--- src/rtl/rob_pkg.sv ---
// Shared reorder-buffer types: geometry, entry index and entry record.
// Imported by the ROB, the ALU and the dispatch logic so the index type agrees everywhere.
package rob_pkg;

    localparam int ROB_DEPTH = 4;
    localparam int ROB_IDX_W = $clog2(ROB_DEPTH);
    localparam int DATA_W    = 3;
    localparam int DEST_W    = 3;

    typedef logic [ROB_IDX_W-1:0] rob_idx_t;
    typedef logic [ROB_IDX_W:0]   rob_cnt_t;

    typedef struct packed {
        logic              valid;
        logic              done;
        logic [DEST_W-1:0] dest;
        logic [DATA_W-1:0] data;
    } rob_entry_t;

endpackage

--- src/rtl/rob_buffer.sv ---
// 4-entry reorder buffer: in-order allocate, out-of-order writeback, in-order commit from the head.
// Latency: a writeback makes commit_valid visible the next cycle; a commit frees its slot the next cycle.
// Backpressure: alloc_ready drops when full (no same-cycle bypass); the head holds while commit_ready is low.
module rob_buffer
    import rob_pkg::*;
(
    input  logic                 clk,
    input  logic                 rst_n,
    input  logic                 flush,
    input  logic                 alloc_valid,
    input  logic [DEST_W-1:0]    alloc_dest,
    output logic                 alloc_ready,
    output logic [ROB_IDX_W-1:0] alloc_idx,
    input  logic                 wb_valid,
    input  logic [ROB_IDX_W-1:0] wb_idx,
    input  logic [DATA_W-1:0]    wb_data,
    output logic                 commit_valid,
    input  logic                 commit_ready,
    output logic [ROB_IDX_W-1:0] commit_idx,
    output logic [DEST_W-1:0]    commit_dest,
    output logic [DATA_W-1:0]    commit_data,
    output logic [ROB_IDX_W:0]   count
);

    rob_entry_t entries [ROB_DEPTH];
    rob_idx_t   head;
    rob_idx_t   tail;
    rob_cnt_t   cnt_q;

    logic alloc_fire;
    logic wb_fire;
    logic commit_fire;

    // All outputs come straight from registered state.
    assign alloc_ready  = (cnt_q < rob_cnt_t'(ROB_DEPTH));
    assign alloc_idx    = tail;
    assign commit_valid = entries[head].valid && entries[head].done;
    assign commit_idx   = head;
    assign commit_dest  = entries[head].dest;
    assign commit_data  = entries[head].data;
    assign count        = cnt_q;

    assign alloc_fire  = alloc_valid && alloc_ready;
    assign commit_fire = commit_valid && commit_ready;
    // An entry allocated this cycle is still invalid here, so a writeback to it is dropped.
    assign wb_fire     = wb_valid && entries[wb_idx].valid && !entries[wb_idx].done;

    always_ff @(posedge clk or negedge rst_n) begin
        if (!rst_n) begin
            head  <= '0;
            tail  <= '0;
            cnt_q <= '0;
            for (int i = 0; i < ROB_DEPTH; i++) begin
                entries[i] <= '0;
            end
        end else if (flush) begin
            head  <= '0;
            tail  <= '0;
            cnt_q <= '0;
            for (int i = 0; i < ROB_DEPTH; i++) begin
                entries[i].valid <= 1'b0;
                entries[i].done  <= 1'b0;
            end
        end else begin
            // Writeback, allocate and commit never touch the same entry in one cycle.
            if (wb_fire) begin
                entries[wb_idx].done <= 1'b1;
                entries[wb_idx].data <= wb_data;
            end
            if (alloc_fire) begin
                entries[tail].valid <= 1'b1;
                entries[tail].done  <= 1'b0;
                entries[tail].dest  <= alloc_dest;
                tail                <= tail + rob_idx_t'(1);
            end
            if (commit_fire) begin
                entries[head].valid <= 1'b0;
                entries[head].done  <= 1'b0;
                head                <= head + rob_idx_t'(1);
            end
            case ({alloc_fire, commit_fire})
                2'b10:   cnt_q <= cnt_q + rob_cnt_t'(1);
                2'b01:   cnt_q <= cnt_q - rob_cnt_t'(1);
                default: cnt_q <= cnt_q;
            endcase
        end
    end

endmodule

--- config.mk ---
export PLATFORM = sky130hd
export DESIGN_NAME = rob_buffer
export DESIGN_NICKNAME = d
export VERILOG_FILES = /design/src/rtl/rob_pkg.sv /design/src/rtl/rob_buffer.sv
export SDC_FILE = /design/constraint.sdc
export NUM_CORES = 1
export LEC_CHECK = 0
export CORE_MARGIN = 4
export CORE_UTILIZATION = 50
export DETAILED_ROUTE_END_ITERATION = 6
export GPL_ROUTABILITY_DRIVEN = 1
export PLACE_DENSITY = 0.86
export SLEW_MARGIN = 10
export SYNTH_ARGS = -nofsm -noshare
export SYNTH_HDL_FRONTEND = slang
export SYNTH_SLANG_ARGS = --single-unit
--- constraint.sdc ---
create_clock -name clk -period 6.2 [get_ports clk]
set_clock_uncertainty 0.05 [all_clocks]
set_input_delay 1.24 -clock clk [delete_from_list [all_inputs] [get_ports clk]]
set_output_delay 1.24 -clock clk [all_outputs]
set_load 0.1 [all_outputs]
==> results of run 1 <==
cell type report:
| class | instances | area share (%) |
|---|---|---|
| repair buffers | 28 | 11.2 |
| well taps | 50 | 2.55 |
| clock buffers | 6 | 3.36 |
| multi-input cells | 117 | 41.9 |
| clock inverters | 1 | 0.204 |
| inverters | 7 | 1.07 |
| flip-flops and latches | 39 | 39.7 |
metal layers:
layer,share of wire [%],vias to the layer above
met2,50,37
met5,0,-
met3,5.0,7
li1,-,674
met4,1.9,0
met1,43,714
report_power, final:
| part | internal, uW | switching (uW) | total [uW] |
|---|---|---|---|
| Combinational | 75.6 | 129 | 204 |
| Clock | 87.2 | 81.9 | 169 |
| Sequential | 293 | 22.8 | 316 |
| Total | 456 | 233 | 689 |
cells in the final DEF (no fill, tap or decap), drive strengths merged, types with 2 or more instances in the layout:
cell type      instances
nor2                  11
a21oi                  6
nand2b                 4
nor3                   5
nand3                  4
inv                    7
clkdlybuf4s50         27
dfrtp                 39
mux2                  25
a211oi                 7
clkbuf                 6
and2                   5
ha                     8
or4                    2
mux4                   7
nand2                 10
o211ai                 3
o21ai                  6
cell families after synthesis:
logic type | Yosys count
xor+xnor | 1
buf+inv | 12
compound gates | 28
fa+ha+maj | 9
simple gates | 47
mux | 32
flops | 39
worst max path at each step:
stage,start,end,slack [ns],cells after the start
after floorplan,commit_idx[1]$_DFFE_PN0P_,commit_valid,2.65,4
after global placement,commit_idx[1]$_DFFE_PN0P_,commit_valid,2.33,4
after detailed placement,commit_idx[1]$_DFFE_PN0P_,commit_valid,2.31,4
after CTS,commit_idx[1]$_DFFE_PN0P_,commit_valid,1.98,4
after global routing,commit_idx[0]$_DFFE_PN0P_,commit_valid,1.81,4
final,commit_idx[1]$_DFFE_PN0P_,commit_valid,1.99,4
metrics by stage:
stage,setup slack (ns),util (%)
finish,1.99,61.8
global route,1.81,61.8
CTS,1.98,61.8
detailed placement,2.31,59.6
global placement,2.33,59.6
floorplan,2.65,-
worst reg2reg max path: stages, from the launching register on:
cell and delay, ns:
dfrtp_1 0.55, inv_2 0.16, mux4_2 0.64, nor3_1 0.22, fa_1 0.44, nand2b_1 0.09, nor2_1 0.04, o211ai_1 0.20
o311ai_0 0.14
==> results by group, run 1 <==
Synthesis
  – Synth warn: 0
  – Synth area leaders: dfrtp_1 48%, mux2_2 12%, mux4_2 7.7%
  – Post-synthesis cell count: 168
  – Post-Synth Simple-Gate Area: 12.8%
  – Post-synth ARST share: 100%
  – Synth cell count leaders: 39 x dfrtp_1, 21 x mux2_2, 10 x nand2_1, 10 x nor2_1, 8 x ha_1
  – Sequential-to-total area share from yosys stat: 47.6%
  – Yosys top cell area share: 47.6%
  – Compound-cell area share of the yosys netlist: 8.90%
  – Ys flop type: dfrtp_1
  – #FFs+latches synth: 39
  – Post-synth cell types: 37
  – Net Count, Synth: 191
  – Most common cell in the netlist: dfrtp_1
  – Number of synthesized flops with an enable pin: 0
  – Xor/xnor share of the synthesized area: 0.427%
  – Largest family of logic cells by synthesized area: multiplexers
  – Synthesized cell area: 2050 um2
  – Yosys top cell by area: dfrtp_1
  – Multiplexer share of the synthesized area: 22.1%
  – Syn Area/Cell: 12.2 um2
  – Post-synthesis adder-cell area fraction: 5.85%

Critical path
  – Worst-case reg-to-reg path depth: 8
  – Worst path required time: 4.91 ns
  – Worst Path Arrival: 2.92 ns
  – Max Fanout on Critical Path: 11
  – Slowest stage cell, crit path: clkdlybuf4s50_1
  – Critical path, cell by cell: inv_2, mux4_2, inv_2, clkdlybuf4s50_1
  – R2R Path Start: commit_idx[1]$_DFFE_PN0P_
  – WS Path Type: flip-flop to output port
  – Delay-heaviest family, CP: buffers and inverters
  – Max incr delay on CP: 1.14 ns
  – Worst Setup End Kind: output port
  – RR Endpoint: count[1]$_DFFE_PN0P_
  – Startpoint types: flip-flop
  – R2R Setup Slk: 3.54 ns
  – Crit-path most repeated cell: inv_2
  – CP Buf/Inv Count: 3

Min path
  – Hold Path Stages: 1
  – Tightest Hold Check Type: flip-flop to flip-flop

GRT
  – Initial antenna violation count: 0
  – GRT Util Overall: 18.2%
  – Met2 Use GR: 29.9%
  – Gr ovfl total: 0
  – Grt met3 use: 4.85%
  – Met1 GRT Util: 22.3%
  – Layer with the highest usage: met2
  – First-pass GRT wire length: 7230 um
  – Largest net degree at the start of global routing: 40
  – Vias in the first global route: 1529

Pwr
  – Pwr dens: 281 nW/um2
  – Pleak: 0.00105 uW
  – Worst VDD drop: 173 uV
  – Total Power Consumption: 689 uW

Cells and area
  – Finished Cell Area: 2460 um2
  – Sequential cell area: 976 um2
  – Area Overhead vs Synth: 19.7%
  – Layout cell share with drive strength beyond 1: 24.2%
  – Multi-input gate area: 1030 um2
  – Fillers: 330
  – Fin nets: 221
  – Post-route non-filler standard cell count: 248
  – # diodes: 0

Routing
  – WL/cell: 17.0 um
  – Via density per instance: 5.77
  – DR pass1 iterations: 4
  – Via count: 1432
  – Routed wire length: 4210 um
  – Initial DRC Count: 84
  – Post-DRT Antenna Nets: 0
  – Number of remaining DRC errors: 0

Outcome
  – Outcome: complete, no violations

Floorplanning
  – Die area: 5190 um2
  – Die Wd: 72.1 um
  – Number of cell rows: 23
  – Initial core utilization: 51.7%
  – Core footprint: 3970 um2
  – Die Ht: 72.1 um
  – # IOs: 29

STA
  – Worst slew margin: 33.3%
  – Worst slew pin tran: 0.997 ns
  – Hold_ws: 0.457 ns
  – RSZ-0062 raised after global routing: no
  – Final Hold Violating Endpoints: 0
  – Pins over their slew limit: 0
  – Clock period minus worst slack: 4.21 ns
  – Period Utilization, post-route: 67.9%
  – # setup viols final: 0
  – Post-Route Setup TNS: 0 ns
  – Fmax: 237 MHz

Placed design
  – Dpl cells: 241
  – I/O Buffers: 28
  – Routability congestion estimate from global placement: 0.777
  – Area post-placement: 2370 um2
  – DP HPWL: 3070 um

Clock tree
  – TritonCTS clock tree: built
  – CTS sink count: 39
  – Clk root buf: clkbuf_8
  – Clock Latency Late Sink: 0.29 ns
  – Post-cts resize count: 0
  – H-tree lvl count: 2
  – Clock Path Buffers: 2
  – Clk slew on worst S/H paths: 0.06 ns
  – CTS Hold Bufs: 0
  – Postcts setup bufs: 0
  – Num CTS Buffers: 5

Job
  – Max cap viols: 0
Note: power is estimated with default switching activity, not from simulation.
==> inputs of run 2 (changes only) <==
Clock period 6.2 ns to 3.9 ns, I/O delays scaled along.
==> run 2 against run 1 <==
  * Flip-flop and latch count unchanged
  * Sequential power grew 58%
  * Final cell count grew 0.81%
  * Largest cell class unchanged
  * Worst setup slack worse by 1.1 ns
  * Hold slack got worse by 0.0020 ns
  * Via count decreased by 1.0%
  * Register-to-register slack worse by 2.4 ns
  * Non-clock buffer count is 2 higher
  * Clock-buffer cell count unchanged
==> results by group, run 2 (same netlist as run 1, synthesis figures left out) <==
Outcome
  – Outcome: complete, no violations

Pwr
  – Worst VDD drop: 232 uV
  – Comb pwr share: 29.0%
  – Pleak: 0.00107 uW
  – NetSw: 373 uW
  – Sw Ratio: 34.1%
  – Power Internal: 721 uW
  – Clock power share: 25.3%
  – Pwr dens: 447 nW/um2
  – Reg power frac: 45.7%

Routing
  – Routed wire length: 3970 um
  – Post-DRT Antenna Nets: 0
  – Via count: 1417
  – DR pass1 iterations: 4
  – Number of remaining DRC errors: 0
  – Initial DRC Count: 144
  – Via density per instance: 5.67
  – WL/cell: 15.9 um

GRT
  – Initial antenna violation count: 0
  – GRT Util Overall: 17.8%
  – Vias in the first global route: 1449
  – Gr ovfl total: 0
  – Largest net degree at the start of global routing: 40
  – First-pass GRT wire length: 7040 um

Cells and area
  – Layout cell share with drive strength beyond 1: 29.5%
  – Commonest non-fill, non-tap cell in the layout: dfrtp_1
  – Area Overhead vs Synth: 19.3%
  – Finished Cell Area: 2450 um2
  – Most frequent cells in the layout: 39 x dfrtp_1, 21 x mux2_2, 18 x clkdlybuf4s50_1
  – Post-route non-filler standard cell count: 250
  – # diodes: 0
  – Fin nets: 223

Min path
  – Tightest Hold Check Type: flip-flop to flip-flop

Clock tree
  – Post-cts resize count: 0
  – H-tree lvl count: 2
  – Clock Latency Late Sink: 0.29 ns
  – Clock Path Buffers: 2
  – TritonCTS clock tree: built
  – CTS sink count: 39
  – Clk root buf: clkbuf_8
  – Clk slew on worst S/H paths: 0.07 ns
  – Num CTS Buffers: 5
  – CTS Hold Bufs: 0
  – Postcts setup bufs: 0

Floorplanning
  – Core footprint: 3970 um2
  – Die area: 5190 um2
  – Die Wd: 72.1 um
  – Initial core utilization: 51.7%
  – Die Ht: 72.1 um
  – # IOs: 29
  – Number of cell rows: 23

STA
  – # setup viols final: 0
  – RSZ-0062 raised after global routing: no
  – Worst slew pin tran: 0.972 ns
  – Post-Route Setup TNS: 0 ns
  – Final Hold Violating Endpoints: 0
  – Period Utilization, post-route: 76.3%
  – Hold_ws: 0.455 ns
  – Fmax: 336 MHz
  – Pins over their slew limit: 0
  – Clock period minus worst slack: 2.97 ns
  – Worst slew margin: 35.0%

Critical path
  – Max incr delay on CP: 0.73 ns
  – Worst Setup End Kind: output port
  – Worst path required time: 3.07 ns
  – Max Fanout on Critical Path: 11
  – Worst Path Arrival: 2.14 ns
  – WS Path Type: flip-flop to output port
  – Startpoint types: flip-flop
  – Slowest stage cell, crit path: dfrtp_1
  – Critical path, cell by cell: inv_1, mux4_2, inv_2, buf_4

Job
  – Max cap viols: 0

Placed design
  – I/O Buffers: 28
  – Routability congestion estimate from global placement: 0.833
  – DP HPWL: 2820 um
  – Dpl cells: 243
  – Area post-placement: 2360 um2
==> run 2: cell count changes in the layout (fill, tap and decap cells not counted) <==
cell | previous run | this run
clkdlybuf4s50_1 | 27 | 18
buf_4 | 0 | 11
==> run 2: through the flow <==
stage / utilization, % / power [uW] / setup WS (ns)
after detailed placement: 59.5 / 828 / 0.953
after global placement: 59.5 / 820 / 1.08
after CTS: 61.7 / 1100 / 0.894
after global routing: 61.7 / 1140 / 0.762
after floorplan: - / 745 / 0.810
final: 61.7 / 1090 / 0.925
==> run 2: cell type report <==
cell class              instances  area [um2]
clock inverters                 1        5.00
fillers                       314        1520
well taps                      50        62.6
clock buffers                   6        82.6
multi-input cells             117        1030
inverters                       7        26.3
repair buffers                 30         268
flip-flops and latches         39         976
==> run 2: layer usage <==
metal	track usage (%)	up-vias	wire [um]
li1	-	673	-
met1	24.0	694	1830
met2	26.4	37	1840
met3	5.26	13	201
met4	8.35	0	104
met5	0	-	0
==> run 2: power groups by stage <==
stage / registers, uW / clock network [uW] / logic (uW)
6_report: 500 / 276 / 317
2_1_floorplan: 526 / 0 / 219
4_1_cts: 501 / 282 / 321
5_1_grt: 509 / 296 / 338
3_5_place_dp: 509 / 0 / 320
3_3_place_gp: 505 / 0 / 315
==> run 2: path summary, 6_finish.rpt <==
path / start / end / cells after the start / slack (ns)
max in group asynchronous: rst_n / count[2]$_DFFE_PN0P_ / 1 / 2.72
max reg2reg: commit_idx[0]$_DFFE_PN0P_ / count[1]$_DFFE_PN0P_ / 8 / 1.14
min: flip-flop / flip-flop / 1 / 0.45
min in group asynchronous: rst_n / async pin / 1 / 0.54
min reg2reg: flip-flop / flip-flop / 1 / 0.45
max: commit_idx[0]$_DFFE_PN0P_ / commit_valid / 4 / 0.93
==> run 2: worst max-delay path, delay by kind of cell, from the launching register on <==
family | cells | cell delay, ns
buf+inv | 3 | 0.66
flops | 1 | 0.73
mux | 1 | 0.46
==> variant 1, RTL diff (settings of run 1) <==
`DEST_W`: 3 -> 6.
--- a/src/rtl/rob_pkg.sv
+++ b/src/rtl/rob_pkg.sv
@@ -6,5 +6,5 @@
     localparam int ROB_IDX_W = $clog2(ROB_DEPTH);
     localparam int DATA_W    = 3;
-    localparam int DEST_W    = 3;
+    localparam int DEST_W    = 6;
 
     typedef logic [ROB_IDX_W-1:0] rob_idx_t;
Ports: changed (resized alloc_dest and commit_dest); port bits go from 29 to 35. The function was not compared with the original's and may differ.
==> variant 1 against run 1 <==
- setup slack worse by 0.28 ns
- global-route usage is 0.18 points higher
- cell count increased by 21%
- design area increased by 26%
- total power grew 44%
- critical endpoint unchanged
- utilization increased by 1.8 points
- register-to-register slack lost 0.24 ns
- wire length rose by 22%
- largest cell class is now registers
- synthesized area is 25% higher
- sequential cell count increased by 12
- sequential share of layout area increased by 1.6 points
==> variant 1: results (changes against run 1) <==
status: "finished clean"
place.port_buffers: 34  # +21%
pwr-share-seq_pct: 43.3  # -2.5 points
p_leak_nw: 1.30  # +24%
clock_latency_ns: 0.31  # +0.02 ns
final-nonclk-buf-share_pct: 11.0  # -0.25 points
critPathMaxFanout: 14  # +3
avgSynthCellArea_um2: 12.9  # +5.4%
design.seq.count: 51  # +31%
final_cells: 299  # +21%
final_nets: 257  # +16%
grt_max_degree: 52  # +30%
ys_types: 36  # -2.7%
synth_xor_xnor_area_share_pct: 0.342  # -0.085 points
area_delta_synth_final_pct: 20.4
pre_cts_slack_ns: 2.05  # -0.259 ns
multi_input_area_share_pct: 39.7  # -2.2 points
nNonClkBuffers: 34  # +21%
cpMaxStageDelayCell: "clkdlybuf4s50_1"
peakVddDrop_mv: 0.142  # -18%
dr_wl_met2_mm: 2.57  # +22%
grt_pass1_wl_mm: 8.79  # +22%
syn_nets: 225  # +18%
met1_usage_pct: 24.7  # +2.4 points
place_congestion: 0.814  # +4.7%
ys_seq_area_share_pct: 49.8  # +2.3 points
dr_total_vias: 1700  # +19%
placed_cell_area_um2: 2950  # +24%
p_int_w: 0.000665  # +46%
pwr-share-comb_pct: 29.3  # -0.3 points
hpwlAfterDp_mm: 3.48  # +14%
synthMuxAreaShare_pct: 25.6  # +3.5 points
drive_gt1_share_pct: 26.3  # +2.1 points
clkCellAreaFrac_pct: 4.42  # +0.86 points
grt_pass1_vias: 1751  # +15%
dr.first_iter.drc_count: 78  # -7.1%
async_flop_share_pct: 100  # unchanged
synth_area_leaders: "dfrtp_1 50%, mux2_2 15%, mux4_2 8.8%"
num-multi-input-gates: 132  # +13%
met3_length_um: 197  # -5.7%
gr-usage-all-layers_pct: 18.3  # +0.18 points
synth_compound_area_share_pct: 7.08  # -1.8 points
gr-usage-met2_pct: 29.3  # -0.63 points
synthAdderAreaFrac_pct: 4.69  # -1.2 points
fillers: 364  # +10%
critPathMaxStageDelay_ns: 1.17  # +0.03 ns
worst_slew_pin_slew_ns: 0.999  # +0.00177 ns
seq_share_pct: 41.4  # +1.6 points
power_switching_w: 0.000325  # +39%
wl_per_cell_um: 17.1  # +0.98%
ys_top_cells_by_count: "51 x dfrtp_1, 33 x mux2_2, 10 x mux4_2, 10 x nand2_1, 10 x nor2_1"
met3_usage_pct: 4.51  # -0.33 points
path_clk_slew_ns: 0.09  # +0.03 ns
dp_cells: 291  # +21%
-- variant 1: cell count changes in the layout (fill, tap and decap cells not counted), moves of 2 or more --
| cell | change |
|---|---|
| inv_1 | +2 |
| inv_2 | -2 |
| mux4_2 | +3 |
| bufinv_16 | +2 |
| mux2_2 | +12 |
| dfrtp_1 | +12 |
| clkdlybuf4s50_1 | +6 |
-- variant 1: final timing paths --
path | from | to | slack (ns)
setup / recovery | commit_idx[0]$_DFFE_PN0P_ | commit_valid | 1.71
hold / removal | flop | flop | 0.46
setup reg to reg | commit_idx[0]$_DFFE_PN0P_ | count[1]$_DFFE_PN0P_ | 3.30
hold reg to reg | flop | flop | 0.46
max in group asynchronous | rst_n | entries[20]$_DFF_PN0_ | 4.78
min in group asynchronous | rst_n | asynchronous set/reset pin | 0.91
-- variant 1: logic make-up after synthesis --
| logic type | Yosys count |
|---|---|
| flops | 51 |
| simple gates | 47 |
| compound gates | 28 |
| fa+ha+maj | 9 |
| buf+inv | 16 |
| xor+xnor | 1 |
| mux | 47 |
==> variant 2, RTL diff (flow settings as in run 1) <==
Without the edit above. Make the reset (`rst_n`) synchronous in one clocked block.
--- a/src/rtl/rob_buffer.sv
+++ b/src/rtl/rob_buffer.sv
@@ -46,5 +46,5 @@
     assign wb_fire     = wb_valid && entries[wb_idx].valid && !entries[wb_idx].done;
 
-    always_ff @(posedge clk or negedge rst_n) begin
+    always_ff @(posedge clk) begin
         if (!rst_n) begin
             head  <= '0;
Formal check against the unedited RTL: differs if rst_n is asserted again (counterexample within 4 cycles, from zero or initial values and one cycle with rst_n low); with rst_n held inactive, the same outputs for 4 cycles.
==> variant 2 against run 1 <==
- design area decreased by 0.82%
- sequential share of layout area grew 3.8 points
- setup slack gained 0.44 ns
- highest routed layer unchanged
- sequential cell count rose by 2
- register-to-register slack gained 0.07 ns
- critical path type unchanged
- count of clock-buffer cells in the layout is the same
- wire length is 6.3% lower
- synthesized area fell by 1.3%
- critical endpoint unchanged
- maximum frequency increased by 12%
Power is not compared: it rests on default switching activity, and its combinational part moved more than twofold at a synthesized area within 25%.
==> variant 2: results (changes against run 1) <==
status: "finished clean"
grt_max_degree: 23  # -43%
synth_ff_type: "edfxtp_1"
synth_edf_count: 24  # +24
r2r_slack_ns: 3.61  # +0.07 ns
place_congestion: 0.820  # +5.5%
grt_pass1_wl_mm: 6.77  # -6.4%
critPathMaxFanout: 7  # -4
hpwlAfterDp_mm: 3.02  # -1.5%
fillers: 286  # -13%
holdPathStages: 2  # +1
grt_pass1_vias: 1361  # -11%
dr.first_iter.drc_count: 76  # -9.5%
p_leak_nw: 0.920
r2r-end: "count[2]$_SDFFE_PP0P_"
synth_area_leaders: "edfxtp_1 36%, dfxtp_1 17%, and2_1 8.3%"
path_clk_slew_ns: 0.08  # +0.02 ns
placed_cell_area_um2: 2330  # -1.6%
ys_top_cells_by_count: "27 x and2_1, 24 x edfxtp_1, 17 x dfxtp_1, 13 x a21oi_1"
wl_per_cell_um: 16.4  # -3.6%
ys_seq_area_share_pct: 52.4  # +4.8 points
final_nets: 216  # -2.3%
gr-usage-all-layers_pct: 17.1  # -1.1 points
cp.arrival_ns: 2.48  # -0.44 ns
max-slew-margin-rel_pct: 34.3  # +0.96 points
ys_types: 34  # -8.1%
hold_slack_ns: 0.489  # +0.0325 ns
-- variant 2: cell types whose count changed in the layout (fill, tap and decap cells not counted), moves of 7 or more --
cell      delta
a211oi_1     -7
a21oi_1      +7
and2_1      +22
dfrtp_1     -39
dfxtp_1     +17
edfxtp_1    +24
mux2_2      -21
nand2_1      -7
-- variant 2: routing by layer --
metal  vias to the layer above  part of all wire [%]  global-route usage, %
met1                       623                    42                   21.6
met5                         -                     0                      0
met2                        43                    51                   27.7
met4                         0                  0.84                   5.22
met3                         4                   5.9                   5.75
li1                        641                     -                      -
-- variant 2: stage by stage --
step,instances,setup WS (ns)
floorplan,163,3.25
global placement,233,2.77
detailed placement,233,2.69
CTS,241,2.40
global route,241,2.31
finish,241,2.43
-- variant 2: report_power, final --
| part | switching, W | leakage, nW | internal, W |
|---|---|---|---|
| registers | 0.00000321 | 0.386 | 0.000295 |
| logic | 0.0000375 | 0.481 | 0.0000193 |
| clock network | 0.0000886 | 0.0528 | 0.000119 |
-- variant 2: logic make-up (layout without fill, tap and decap cells) --
| family | after synthesis | count (layout) | share of synthesized area (%) |
|---|---|---|---|
| XOR/XNOR | 3 | 3 | 1.30 |
| buffers and inverters | 16 | 46 | 3.77 |
| AND/OR/NAND/NOR | 62 | 62 | 18.7 |
| AO/OA/AOI/OAI | 23 | 23 | 8.03 |
| flip-flops | 41 | 41 | 52.4 |
| adder cells (fa/ha/maj) | 10 | 10 | 6.55 |
| multiplexers | 8 | 8 | 9.21 |
-- variant 2: layout make-up --
type	count	area [um^2]	area share (%)
Clock buffer	6	72.6	2.98
Clock inverter	2	33.8	1.39
Inverter	9	33.8	1.39
Multi-Input combinational cell	106	887	36.4
Sequential cell	41	1060	43.6
Tap cell	48	60.1	2.47
Timing Repair Buffer	29	288	11.8
